===== src/rtl/game_session_ctrl.sv =====
// game_session_ctrl: round state, countdown, magazine, scoring and sound-event control for duck hunt
module game_session_ctrl #(
  parameter int NUM_DUCKS     = 4,
  parameter int MAG_SIZE      = 4,
  parameter int AMMO_W        = 3,
  parameter int ROUND_SECS    = 30,
  parameter int TICKS_PER_SEC = 24000000,
  parameter int TICK_W        = 25,
  parameter int SCORE_W       = 8,
  parameter int SOUND_HOLD    = 2000000,
  parameter int HOLD_W        = 21,
  parameter int AUTO_START    = 1
) (
  input  logic                 clk,
  input  logic                 reset,
  input  logic                 start,
  input  logic                 fire,
  input  logic                 reload,
  input  logic [NUM_DUCKS-1:0] collision,
  output logic [1:0]           state,
  output logic                 game_over,
  output logic                 shot_pulse,
  output logic [AMMO_W-1:0]    ammo,
  output logic [SCORE_W-1:0]   score,
  output logic [7:0]           secs_left,
  output logic [1:0]           tone_sel
);
  localparam int HIT_W = $clog2(NUM_DUCKS + 1);
  localparam int SUM_W = ((SCORE_W > HIT_W) ? SCORE_W : HIT_W) + 1;
  localparam logic [AMMO_W-1:0]  MAG  = AMMO_W'(MAG_SIZE);
  localparam logic [7:0]         SECS = 8'(ROUND_SECS);
  localparam logic [HOLD_W-1:0]  HOLD = HOLD_W'(SOUND_HOLD - 1);
  localparam logic [TICK_W-1:0]  LAST = TICK_W'(TICKS_PER_SEC - 1);
  localparam logic [SCORE_W-1:0] SMAX = '1;
  typedef enum logic [1:0] {IDLE = 2'd0, PLAY = 2'd1, OVER = 2'd2} state_t;
  state_t               r_state, w_state_n;
  logic                 r_fire_d, r_start_d, r_game_over, r_shot, w_shot_n;
  logic [NUM_DUCKS-1:0] r_coll_d;
  logic [TICK_W-1:0]    r_tick, w_tick_n;
  logic [HOLD_W-1:0]    r_hold, w_hold_n;
  logic [AMMO_W-1:0]    r_ammo, w_ammo_n;
  logic [SCORE_W-1:0]   r_score, w_score_n, w_score_sat;
  logic [7:0]           r_secs, w_secs_n;
  logic [1:0]           r_tone, w_tone_n;
  logic [HIT_W-1:0]     w_hits;
  logic [SUM_W-1:0]     w_sum;
  logic                 w_fire_rise, w_start_rise, w_wrap;
  assign w_fire_rise  = fire & ~r_fire_d;
  assign w_start_rise = start & ~r_start_d;
  assign w_wrap       = r_tick == LAST;
  assign w_sum        = SUM_W'(r_score) + SUM_W'(w_hits);
  assign w_score_sat  = (w_sum > SUM_W'(SMAX)) ? SMAX : w_sum[SCORE_W-1:0];
  assign state        = r_state;
  assign game_over    = r_game_over;
  assign shot_pulse   = r_shot;
  assign ammo         = r_ammo;
  assign score        = r_score;
  assign secs_left    = r_secs;
  assign tone_sel     = r_tone;
  // count ducks whose collision just fell: each is one hit
  always_comb begin
    w_hits = '0;
    for (int i = 0; i < NUM_DUCKS; i++) w_hits = w_hits + HIT_W'(r_coll_d[i] & ~collision[i]);
  end
  // next-state and next-output logic; outside PLAY everything freezes except a start rise
  always_comb begin
    w_state_n = r_state;
    w_tick_n  = r_tick;
    w_hold_n  = r_hold;
    w_ammo_n  = r_ammo;
    w_score_n = r_score;
    w_secs_n  = r_secs;
    w_tone_n  = 2'd0;
    w_shot_n  = 1'b0;
    if (r_state != PLAY) begin
      if (w_start_rise) begin
        w_state_n = PLAY;
        w_tick_n  = '0;
        w_hold_n  = '0;
        w_ammo_n  = MAG;
        w_score_n = '0;
        w_secs_n  = SECS;
      end
    end else begin
      w_tick_n  = w_wrap ? '0 : r_tick + 1'b1;
      w_secs_n  = w_wrap ? r_secs - 1'b1 : r_secs;
      w_shot_n  = !reload && w_fire_rise && r_ammo != '0;
      w_ammo_n  = reload ? MAG : w_shot_n ? r_ammo - 1'b1 : r_ammo;
      w_score_n = w_score_sat;
      w_hold_n  = (w_hits != '0 || (w_shot_n && r_tone != 2'd2)) ? HOLD :
                  (r_hold != '0) ? r_hold - 1'b1 : r_hold;
      w_tone_n  = (w_hits != '0) ? 2'd2 :
                  (w_shot_n && r_tone != 2'd2) ? 2'd1 :
                  (r_hold != '0) ? r_tone : 2'd0;
      if (w_wrap && r_secs == 8'd1) begin
        w_state_n = OVER;
        w_tone_n  = 2'd0;
      end
    end
  end
  // state and output registers; edge detectors track inputs in every state
  always_ff @(posedge clk) begin
    if (!reset) begin
      r_state     <= (AUTO_START != 0) ? PLAY : IDLE;
      r_game_over <= 1'b0;
      r_shot      <= 1'b0;
      r_ammo      <= MAG;
      r_score     <= '0;
      r_secs      <= SECS;
      r_tone      <= 2'd0;
      r_tick      <= '0;
      r_hold      <= '0;
      r_fire_d    <= 1'b0;
      r_start_d   <= 1'b0;
      r_coll_d    <= '0;
    end else begin
      r_state     <= w_state_n;
      r_game_over <= w_state_n == OVER;
      r_shot      <= w_shot_n;
      r_ammo      <= w_ammo_n;
      r_score     <= w_score_n;
      r_secs      <= w_secs_n;
      r_tone      <= w_tone_n;
      r_tick      <= w_tick_n;
      r_hold      <= w_hold_n;
      r_fire_d    <= fire;
      r_start_d   <= start;
      r_coll_d    <= collision;
    end
  end
endmodule


===== config.mk =====
export PLATFORM = sky130hd
export DESIGN_NAME = game_session_ctrl
export DESIGN_NICKNAME = d
export VERILOG_FILES = /design/src/rtl/game_session_ctrl.sv
export SDC_FILE = /design/constraint.sdc
export NUM_CORES = 1
export LEC_CHECK = 0
export ABC_AREA = 1
export BUFFER_PORTS_ARGS = -buffer_cell sky130_fd_sc_hd__buf_4
export CAP_MARGIN = 40
export CELL_PAD_IN_SITES_DETAIL_PLACEMENT = 2
export CELL_PAD_IN_SITES_GLOBAL_PLACEMENT = 2
export CORE_MARGIN = 1.5
export CORE_UTILIZATION = 35
export DETAILED_ROUTE_END_ITERATION = 16
export PLACE_DENSITY_LB_ADDON = 0.1
export SETUP_SLACK_MARGIN = 0.5
export SLEW_MARGIN = 5
export SYNTH_ARGS = -nofsm -noshare
export SYNTH_HDL_FRONTEND = slang
export SYNTH_SLANG_ARGS = --single-unit

===== constraint.sdc =====
create_clock -name clk -period 7.3 [get_ports clk]
set_input_delay 1.095 -clock clk [delete_from_list [all_inputs] [get_ports clk]]
set_output_delay 1.095 -clock clk [all_outputs]
set_load 0.05 [all_outputs]

After elaboration in Yosys (flattened, before gate mapping)
Cells that the tools add are included.
{"block": "word_totals", "input_bits": 9, "reg_bits": 77}
{"block": "op_classes", "bitwise_logic": 13, "eq_ne": 8, "add_sub_neg": 8, "mux": 23, "n_reduce_logical": 18, "n_lt_le_gt_ge": 1}
{"operator": "21-bit 2-to-1 mux", "n": 4}
{"operator": "25-bit 2-to-1 mux", "n": 3}
{"operator": "8-bit 2-to-1 mux", "n": 6}
{"operator": "25-bit by 1-bit adder with 25-bit output (second input constant)", "n": 1}
{"operator": "25-bit == test (second input constant)", "n": 1}
{"operator": "21-bit nonzero test", "n": 1}
{"operator": "21-bit by 1-bit subtractor with 21-bit output (second input constant)", "n": 1}
{"operator": "1-bit by 3-bit AND with 3-bit output", "n": 4}
{"operator": "2-bit 2-to-1 mux", "n": 6}
{"operator": "3-bit 2-to-1 mux", "n": 4}
{"operator": "1-bit inverter with 3-bit output", "n": 4}
{"operator": "3-bit nonzero test", "n": 4}
{"operator": "3-bit adder", "n": 3}
{"operator": "8-bit by 3-bit adder with 9-bit output", "n": 1}
{"operator": "9-bit by 8-bit > comparator with 1-bit output (second input constant)", "n": 1}
{"operator": "8-bit by 1-bit == test with 1-bit output (second input constant)", "n": 1}
{"operator": "8-bit by 1-bit subtractor with 8-bit output (second input constant)", "n": 1}
{"operator": "2-bit inequality test (second input constant)", "n": 3}
{"operator": "2-bit AND reduction", "n": 3}
{"operator": "1-bit logical AND", "n": 4}
{"operator": "4-bit OR reduction", "n": 1}
{"operator": "3-bit inequality test (second input constant)", "n": 1}
{"operator": "1-bit inverter", "n": 3}
{"operator": "3-bit OR reduction", "n": 1}
{"operator": "other kinds (8)", "n": 9}

Logic depth before layout (Yosys ltp)
Gate-level depths: netlist (run 1).
{"block": "logic_depth", "word_depth": 9, "depth_mapped": 14, "mapped_depth_nobuf": 14}

Worst setup path after synthesis (run 1)
OpenSTA, ideal clock, no wires.
{"block": "synth_path", "kind": "input -> register", "from": "in collision[0]", "to": "reg r_score[4], in the netlist score[4]", "slack_ns": 3.938, "path_buffers": 0, "cell_stages": 13, "setup_time_ns": 0.122, "arrival_ns": 3.241, "path_cell_list": "inv_1 -> nand2_1 -> fa_1 -> inv_1 -> ha_1 -> ha_1 -> fa_1 -> nand2_1 -> a21oi_1 -> nand4_1 -> inv_1 -> o21ai_0 -> a21oi_1"}
{"block": "synth_via", "elab_chain_cells": 9}
{"element": "start, declared", "line_no": "19", "text": "input logic [NUM_DUCKS-1:0] collision,"}
{"element": "1-bit inverter with 3-bit output (*)", "line_no": "63", "text": "for (int i = 0; i < NUM_DUCKS; i++) w_hits = w_hits + HIT_W'(r_coll_d[i] & ~collision[i]);"}
{"element": "1-bit by 3-bit AND with 3-bit output (*)", "line_no": "63"}
{"element": "3-bit adder (*) (3 in a row)", "line_no": "63"}
{"element": "8-bit by 3-bit adder with 9-bit output (*)", "line_no": "51", "text": "assign w_sum = SUM_W'(r_score) + SUM_W'(w_hits);"}
{"element": "9-bit by 8-bit > comparator with 1-bit output", "line_no": "52", "text": "assign w_score_sat = (w_sum > SUM_W'(SMAX)) ? SMAX : w_sum[SCORE_W-1:0];"}
{"element": "8-bit 2-to-1 mux (*)", "line_no": "52"}
{"element": "8-bit 2-to-1 mux (*)", "line_no": "75", "text": "if (r_state != PLAY) begin"}
{"element": "end signal, assigned", "line_no": "121", "text": "r_score <= w_score_n;"}
{"element": "end, declared", "line_no": "42", "text": "logic [SCORE_W-1:0] r_score, w_score_n, w_score_sat;"}
Every way passes the cells marked *; elsewhere a longest branch is shown, timed or not.
A chain may end at the register's enable or synchronous reset.

Final worst setup path (run 1)
Ends and elaborated chain as after synthesis.

==> results by group, run 1 <==
Critical path
  • Worst path bufs/invs: 4
  • CP endpoint kind: register
  • Crit path cell chain: buf_4 -> inv_1 -> nand2_1 -> fa_1 -> inv_1 -> ha_1 -> ha_1 -> fa_1 -> nand2_1 -> a21oi_1 -> nand4_1 -> inv_1 -> o21ai_0 -> a21oi_1
  • Slowest cell on crit path: fa_1
  • Worst setup SP type: primary input
  • Crit path DAT: around 3800 ps
  • Crit Path Category: in2reg
  • Reg2Reg Capture Point: r_hold[12]
  • Reg-to-reg startpoint: state[0]
  • Critical path's largest stage delay: approximately 540 ps
  • Crit-path leading delay family: adder cells
  • Reg2Reg Depth: 9
  • Worst reg2reg setup slack: roughly 4200 ps
  • Crit path max fanout: 4
  • Crit path top cell by count: inv_1
  • Required time of the critical path: about 7600 ps

CTS
  • Clock buffer count from CTS: 9
  • Hold-fix buffers at CTS: 0
  • Worst skew pair latency: around 360 ps
  • CTS max path bufs: 2
  • Clk sinks: 77
  • Post-CTS sizing: 0
  • Post-CTS setup buffers: 0
  • CTS tree: done
  • H-Tree Depth: 3
  • Clock transition at path regs: around 70 ps
  • Clk Tree Root Cell: clkbuf_16

Placement
  • GPL Wtd Cong: between 0.8 and 0.9
  • Placed inst area: ~0.0050 sq mm
  • IO Port Bufs: 33
  • Dpl hpwl: 11.9 mm

Final layout
  • Area grow syn2layout: 14.7%
  • Design area: approximately 0.0053 sq mm
  • Share of layout cells above drive strength 1: 0.124
  • Ant diodes: 0
  • Layout net count: 786

Logic synthesis
  • Post-Syn Area: about 0.0046 sq mm
  • Post-synth top area share: 0.334
  • Most common cell in the netlist: nand2_1
  • Largest family of logic cells by synthesized area: simple AND/OR/NAND/NOR gates
  • Number of synthesized flops with an enable pin: 0
  • Seq/Total Area, Yosys: 0.334
  • Post-synthesis simple-gate area fraction: 0.414
  • Syn Inst Count: between 700 and 800
  • Net Count, Synth: 757
  • Mux cell area share after synthesis: 0
  • Syn avg cell area: ~6.3 sq um
  • Complex-gate fraction of the synthesized area: 0.107
  • Area leader, netlist: dfxtp_1
  • Synthesized flop and latch total: 77
  • Yosys warnings: 0
  • Post-Synth Adder-Cell Area: 0.0385
  • XOR/XNOR share of the synthesized area: 0.0152
  • Yosys cell types: 34
  • Top_reg_cell synth: dfxtp_1
  • Post-synth top cells: 235 x nand2_1, 88 x nor2_1, 79 x nand3_1, 78 x inv_1, 77 x dfxtp_1
  • Async set or reset register ratio after synthesis: 0
  • Ranking of synthesized cells by area: dfxtp_1 33%, nand2_1 19%, nand3_1 8.6%

Drt
  • Final ANT Viol Nets: 0
  • Drt total wl: 15.9 mm
  • Via count: around 4800
  • Vias/cell: a little over 5
  • Drt drc: 0
  • Avg WL per Cell: between 15 and 20 um
  • DR iter-0 viols: approximately 130
  • Drt pass-1 iters: 4

Power and ir drop
  • Pwr per Cell Area: about 210 mW/mm^2
  • Worst vdd ir: between 0.0001 and 0.00015 V
  • Leak: 0.00242 uW

Global routing
  • Aggregate global routing overflow: 0
  • Vias in the first global route: roughly 5400
  • First-pass GRT wire length: 26.6 mm
  • GRT Util Overall: 0.240
  • Largest net degree at the start of global routing: 46
  • Antenna violations before repair: 0

Min path
  • Hold Startpoint: secs_left[0]
  • Hold Path End: secs_left[0]
  • Worst Hold Class: reg2reg
  • WHS Path Cells: 1

Timing
  • Min cycle time layout: 3500 ps
  • Slew Viols, Final: 0
  • Worst slew margin: 0.418
  • RSZ-0062 raised after global routing: false
  • Count of final hold-check violations: 0
  • Setup-failing EPs final: 0
  • Setup TNS: 0 ps
  • Slew of the pin with the lowest slew margin: between 800 and 900 ps
  • Setup Skew: approximately 6.3 ps
  • Final period utilization: 0.480
  • Max Fclk: 0.286 GHz

Die
  • Initial Utilization: 0.363
  • Top Ports: 34
  • Die ar.: roughly 0.014 sq mm
  • Row cnt: between 40 and 50
  • Die width: 118 um
  • Die Y: about 120 um
  • Core Area: 0.0127 sq mm

Job
  • Max-cap violations: 0

Status
  • Status: finished, final reports clean
metrics by stage:
step	cells	hold WS, ps	power, uW	setup WS [ps]	util
floorplan	735	449	614	3940	-
global route	941	515	1170	3540	0.416
global placement	924	470	659	3510	0.393
finish	941	488	1110	3800	0.416
CTS	941	493	1130	3770	0.416
detailed placement	925	480	676	3460	0.394
kinds of logic after synthesis:
kind of cell               count (synthesis)
buffers and inverters                    106
xor gates and xnor gates                   8
DFF                                       77
and+or+nand+nor                          444
adders and majority gates                 13
AOI/OAI and AO/OA                         87
worst max-delay path by stage:
stage / startpoint / to / slack, ps / cells after the start
after floorplan: collision[0] / score[4] / 3940 / 13
after global placement: collision[0] / r_hold[17] / 3510 / 13
after detailed placement: collision[0] / score[4] / 3460 / 14
after CTS: collision[0] / score[4] / 3770 / 14
after global routing: collision[0] / score[4] / 3540 / 14
final: collision[0] / score[4] / 3800 / 14
report_power, final:
part	switching, uW	leakage (uW)	total, uW	internal [uW]
clock	210	0.000135	446	236
sequential	24.0	0.000629	467	443
combinational	135	0.00166	199	64.4
total	369	0.00242	1110	743
flip-flops by register name, indices dropped and copies added, names as in the netlist:
name,cells
shot_pulse,1
tone_sel,2
r_hold,21
state,2
game_over,1
score,8
r_tick,25
r_fire_d,1
r_coll_d,4
secs_left,8
r_start_d,1
ammo,3
routing by layer:
metal | vias to the layer above | wire (um) | GRT usage
met2 | 26 | 8590 | 0.465
met5 | - | 0 | 0
met4 | 0 | 236 | 0.0709
met3 | 22 | 219 | 0.0359
li1 | 2394 | - | -
met1 | 2391 | 6860 | 0.267
final cells by class:
cell class	instances	area (sq um)
Fill cell	1610	7430
Multi-Input combinational cell	552	2660
Sequential cell	77	1540
Inverter	89	334
Timing Repair Buffer	35	263
Clock buffer	9	225
Tap cell	172	215
Clock inverter	7	60.1
layout by cell type, fill, tap and decap left out, types with 2 or more instances in the layout:
cell	Yosys	layout
a21oi_1	45	45
a21oi_2	11	11
buf_4	0	35
clkbuf_16	0	9
clkinv_4	0	2
clkinvlp_4	0	2
dfxtp_1	77	77
fa_1	2	2
ha_1	11	11
inv_1	78	78
inv_2	11	11
inv_8	0	2
nand2_1	235	235
nand2_2	6	6
nand3_1	79	79
nand3b_1	7	7
nand4_1	9	9
nor2_1	88	88
nor2_2	3	3
nor2_4	3	3
nor3_1	3	3
o21ai_0	20	20
o21ai_1	4	4
o31ai_1	3	3
or2_2	7	7
xnor2_1	2	2
xor2_1	6	6
Note: power is estimated with default switching activity, not from simulation.
==> run 2, diff against run 1 <==
CORE_UTILIZATION = 33   (was 35)
clock period = 3.3 ns   (was 7.3 ns; I/O delays follow)
==> run 2 against run 1 <==
Against the previous run: core utilization fell by 2.2 points; critical endpoint unchanged; largest power group is now the clock network; largest cell class unchanged; via count rose by 0.46%; setup slack lost 3200 ps; final cell count is 1.5% higher.
==> results by group, run 2 (synthesis gave the netlist of run 1 again) <==
Global routing
  • Largest net degree at the start of global routing: 46 (unchanged)
  • Vias in the first global route: 5285 (-2.0%)
  • First-pass GRT wire length: 26.2 mm (-1.6%)
  • Antenna violations before repair: 0 (unchanged)
  • Aggregate global routing overflow: 0 (unchanged)
  • GRT Util Overall: 0.228 (-0.0113)

Timing
  • Min cycle time layout: between 2000 and 3000 ps
  • Max Fclk: 0.374 GHz
  • RSZ-0062 raised after global routing: true
  • Final period utilization: 0.810
  • Slew Viols, Final: 0 (unchanged)
  • Setup-failing EPs final: 0 (unchanged)
  • Slew of the pin with the lowest slew margin: 803 ps (-70.5 ps)
  • Worst slew margin: 0.465 (+0.0470)
  • Setup Skew: 8.97 ps (+2.63 ps)
  • Count of final hold-check violations: 0 (unchanged)
  • Setup TNS: 0 ps (unchanged)
  • Worst setup margin: 627 ps (-3170 ps)

Drt
  • Via count: 4855 (+0.46%)
  • Drt drc: 0 (unchanged)
  • Drt pass-1 iters: 4 (unchanged)
  • Final ANT Viol Nets: 0 (unchanged)
  • DR iter-0 viols: 149 (+13%)
  • Vias/cell: 5.08 (-1.0%)
  • Avg WL per Cell: 16.6 um (-1.9%)
  • Drt total wl: 15.8 mm (-0.43%)

CTS
  • Worst skew pair latency: 360 ps (about the same)
  • CTS max path bufs: 2 (unchanged)
  • Clk sinks: 77 (unchanged)
  • Clk Tree Root Cell: clkbuf_16
  • Clock transition at path regs: 70 ps (about the same)
  • H-Tree Depth: 3 (unchanged)
  • Clock buffer count from CTS: 9 (unchanged)
  • CTS tree: done

Final layout
  • Share of layout cells above drive strength 1: 0.138 (+0.0145)
  • Layout net count: 792 (+0.76%)
  • Largest register FFs: 25 (unchanged)
  • Top Registers: r_tick (25), r_hold (21)
  • Register with the most flip-flops: r_tick
  • Ant diodes: 0 (unchanged)
  • Commonest non-fill, non-tap cell in the layout: nand2_1
  • Area grow syn2layout: 17.7%
  • Fillers: 1703 (+5.8%)
  • Most frequent cells in the layout: 234 x nand2_1, 87 x nor2_1, 79 x nand3_1, 77 x inv_1, 77 x dfxtp_1

Critical path
  • Crit path cell chain: nand2_1 -> fa_1 -> inv_1 -> ha_1 -> ha_2 -> fa_1 -> nand2_2 -> a21oi_2 -> nand4_1 -> inv_2 -> o21ai_1 -> a21oi_1
  • CP endpoint kind: register
  • Crit Path Category: reg2reg
  • Reg-to-reg startpoint: r_coll_d[0]
  • Crit path top cell by count: fa_1
  • Worst setup SP type: register
  • Critical path's largest stage delay: 540 ps (about the same)
  • Reg2Reg Depth: 12 (+3)
  • CP startpoint: r_coll_d[0]
  • Crit path DAT: 2880 ps (-900 ps)
  • Slowest cell on crit path: fa_1
  • Required time of the critical path: 3510 ps (-4070 ps)
  • Crit path max fanout: 4 (unchanged)

Power and ir drop
  • Worst vdd ir: 0.000222 V (+110%)
  • Pwr per Cell Area: 484 mW/mm^2 (+130%)
  • Leak: 0.00247 uW (+2.2%)

Die
  • Top Ports: 34 (unchanged)
  • Die ar.: 0.0147 sq mm (+5.9%)
  • Die width: 121 um (+2.9%)
  • Die Y: 121 um (+2.9%)
  • Initial Utilization: 0.335 (-0.0277)
  • Core Area: 0.0138 sq mm (+8.3%)
  • Row cnt: 43 (+4.9%)

Job
  • Max-cap violations: 0 (unchanged)

Status
  • Status: finished, final reports clean

Placement
  • GPL Wtd Cong: 0.825 (+0.62%)
  • IO Port Bufs: 33 (unchanged)
  • Dpl hpwl: 11.6 mm (-2.8%)
  • Place WS: 144 ps (-3320 ps)

Min path
  • Worst Hold Class: in2reg
  • WHS Path Cells: 3 (+2)
  • Hold Startpoint: fire
[run 2: cell types whose count changed in the layout (fill, tap and decap cells not counted), moves of 2 or more]
cell | previous run | this run
buf_4 | 35 | 40
bufinv_16 | 0 | 2
ha_1 | 11 | 9
inv_6 | 0 | 2
inv_8 | 2 | 0
o21ai_0 | 20 | 18
o21ai_1 | 4 | 6
[run 2: layout make-up]
cell class | instances | area [sq um] | area share
clock buffers | 10 | 239 | 0.0440
clock inverters | 6 | 93.8 | 0.0173
inverters | 89 | 334 | 0.0615
multi-input cells | 552 | 2680 | 0.493
flip-flops and latches | 77 | 1540 | 0.284
well taps | 180 | 225 | 0.0415
repair buffers | 41 | 320 | 0.0590
[run 2: worst max-delay path: cells and delay by family (launching register included)]
| family | cells | cell delay (ps) |
|---|---|---|
| AND/OR/NAND/NOR | 3 | 330 |
| buffers and inverters | 2 | 120 |
| flip-flops | 1 | 320 |
| AO/OA/AOI/OAI | 3 | 300 |
| adder cells (fa/ha/maj) | 4 | 1450 |
[run 2: worst paths after layout]
check	end	slack (ps)
min	r_fire_d	330
max reg2reg	score[4]	630
max	score[4]	630
min reg2reg	tone_sel[1]	500
[run 2: what timing repair did]
item,4_1_cts,5_1_grt
hold buffers,0,0
buffers inserted,0,1
resized for setup,2,6
pin swaps,0,1
endpoints found under the setup margin,5,8
[run 2: routing by layer]
layer  global-route usage  part of all wire  wire [um]
met5                    0                 0          0
met4               0.0713             0.016        250
met1                0.273              0.46       7250
met2                0.415              0.50       7990
met3               0.0381             0.021        335
[run 2: through the flow]
stage | hold slack [ps] | instance area [sq um] | utilization | power (uW) | cells
after CTS | 323 | 5420 | 0.393 | 2660 | 954
after detailed placement | 487 | 5070 | 0.368 | 1510 | 938
after global placement | 471 | 5070 | 0.368 | 1480 | 938
after floorplan | 449 | 4620 | - | 1360 | 735
final | 326 | 5430 | 0.394 | 2630 | 955
after global routing | 334 | 5430 | 0.394 | 2770 | 955
[run 2: power by group]
part / internal, uW / leakage, uW / total [uW] / switching, uW
registers: 980 / 0.000629 / 1030 / 53.9
logic: 161 / 0.00168 / 460 / 299
clock network: 690 / 0.000160 / 1130 / 445
total: 1830 / 0.00247 / 2630 / 798
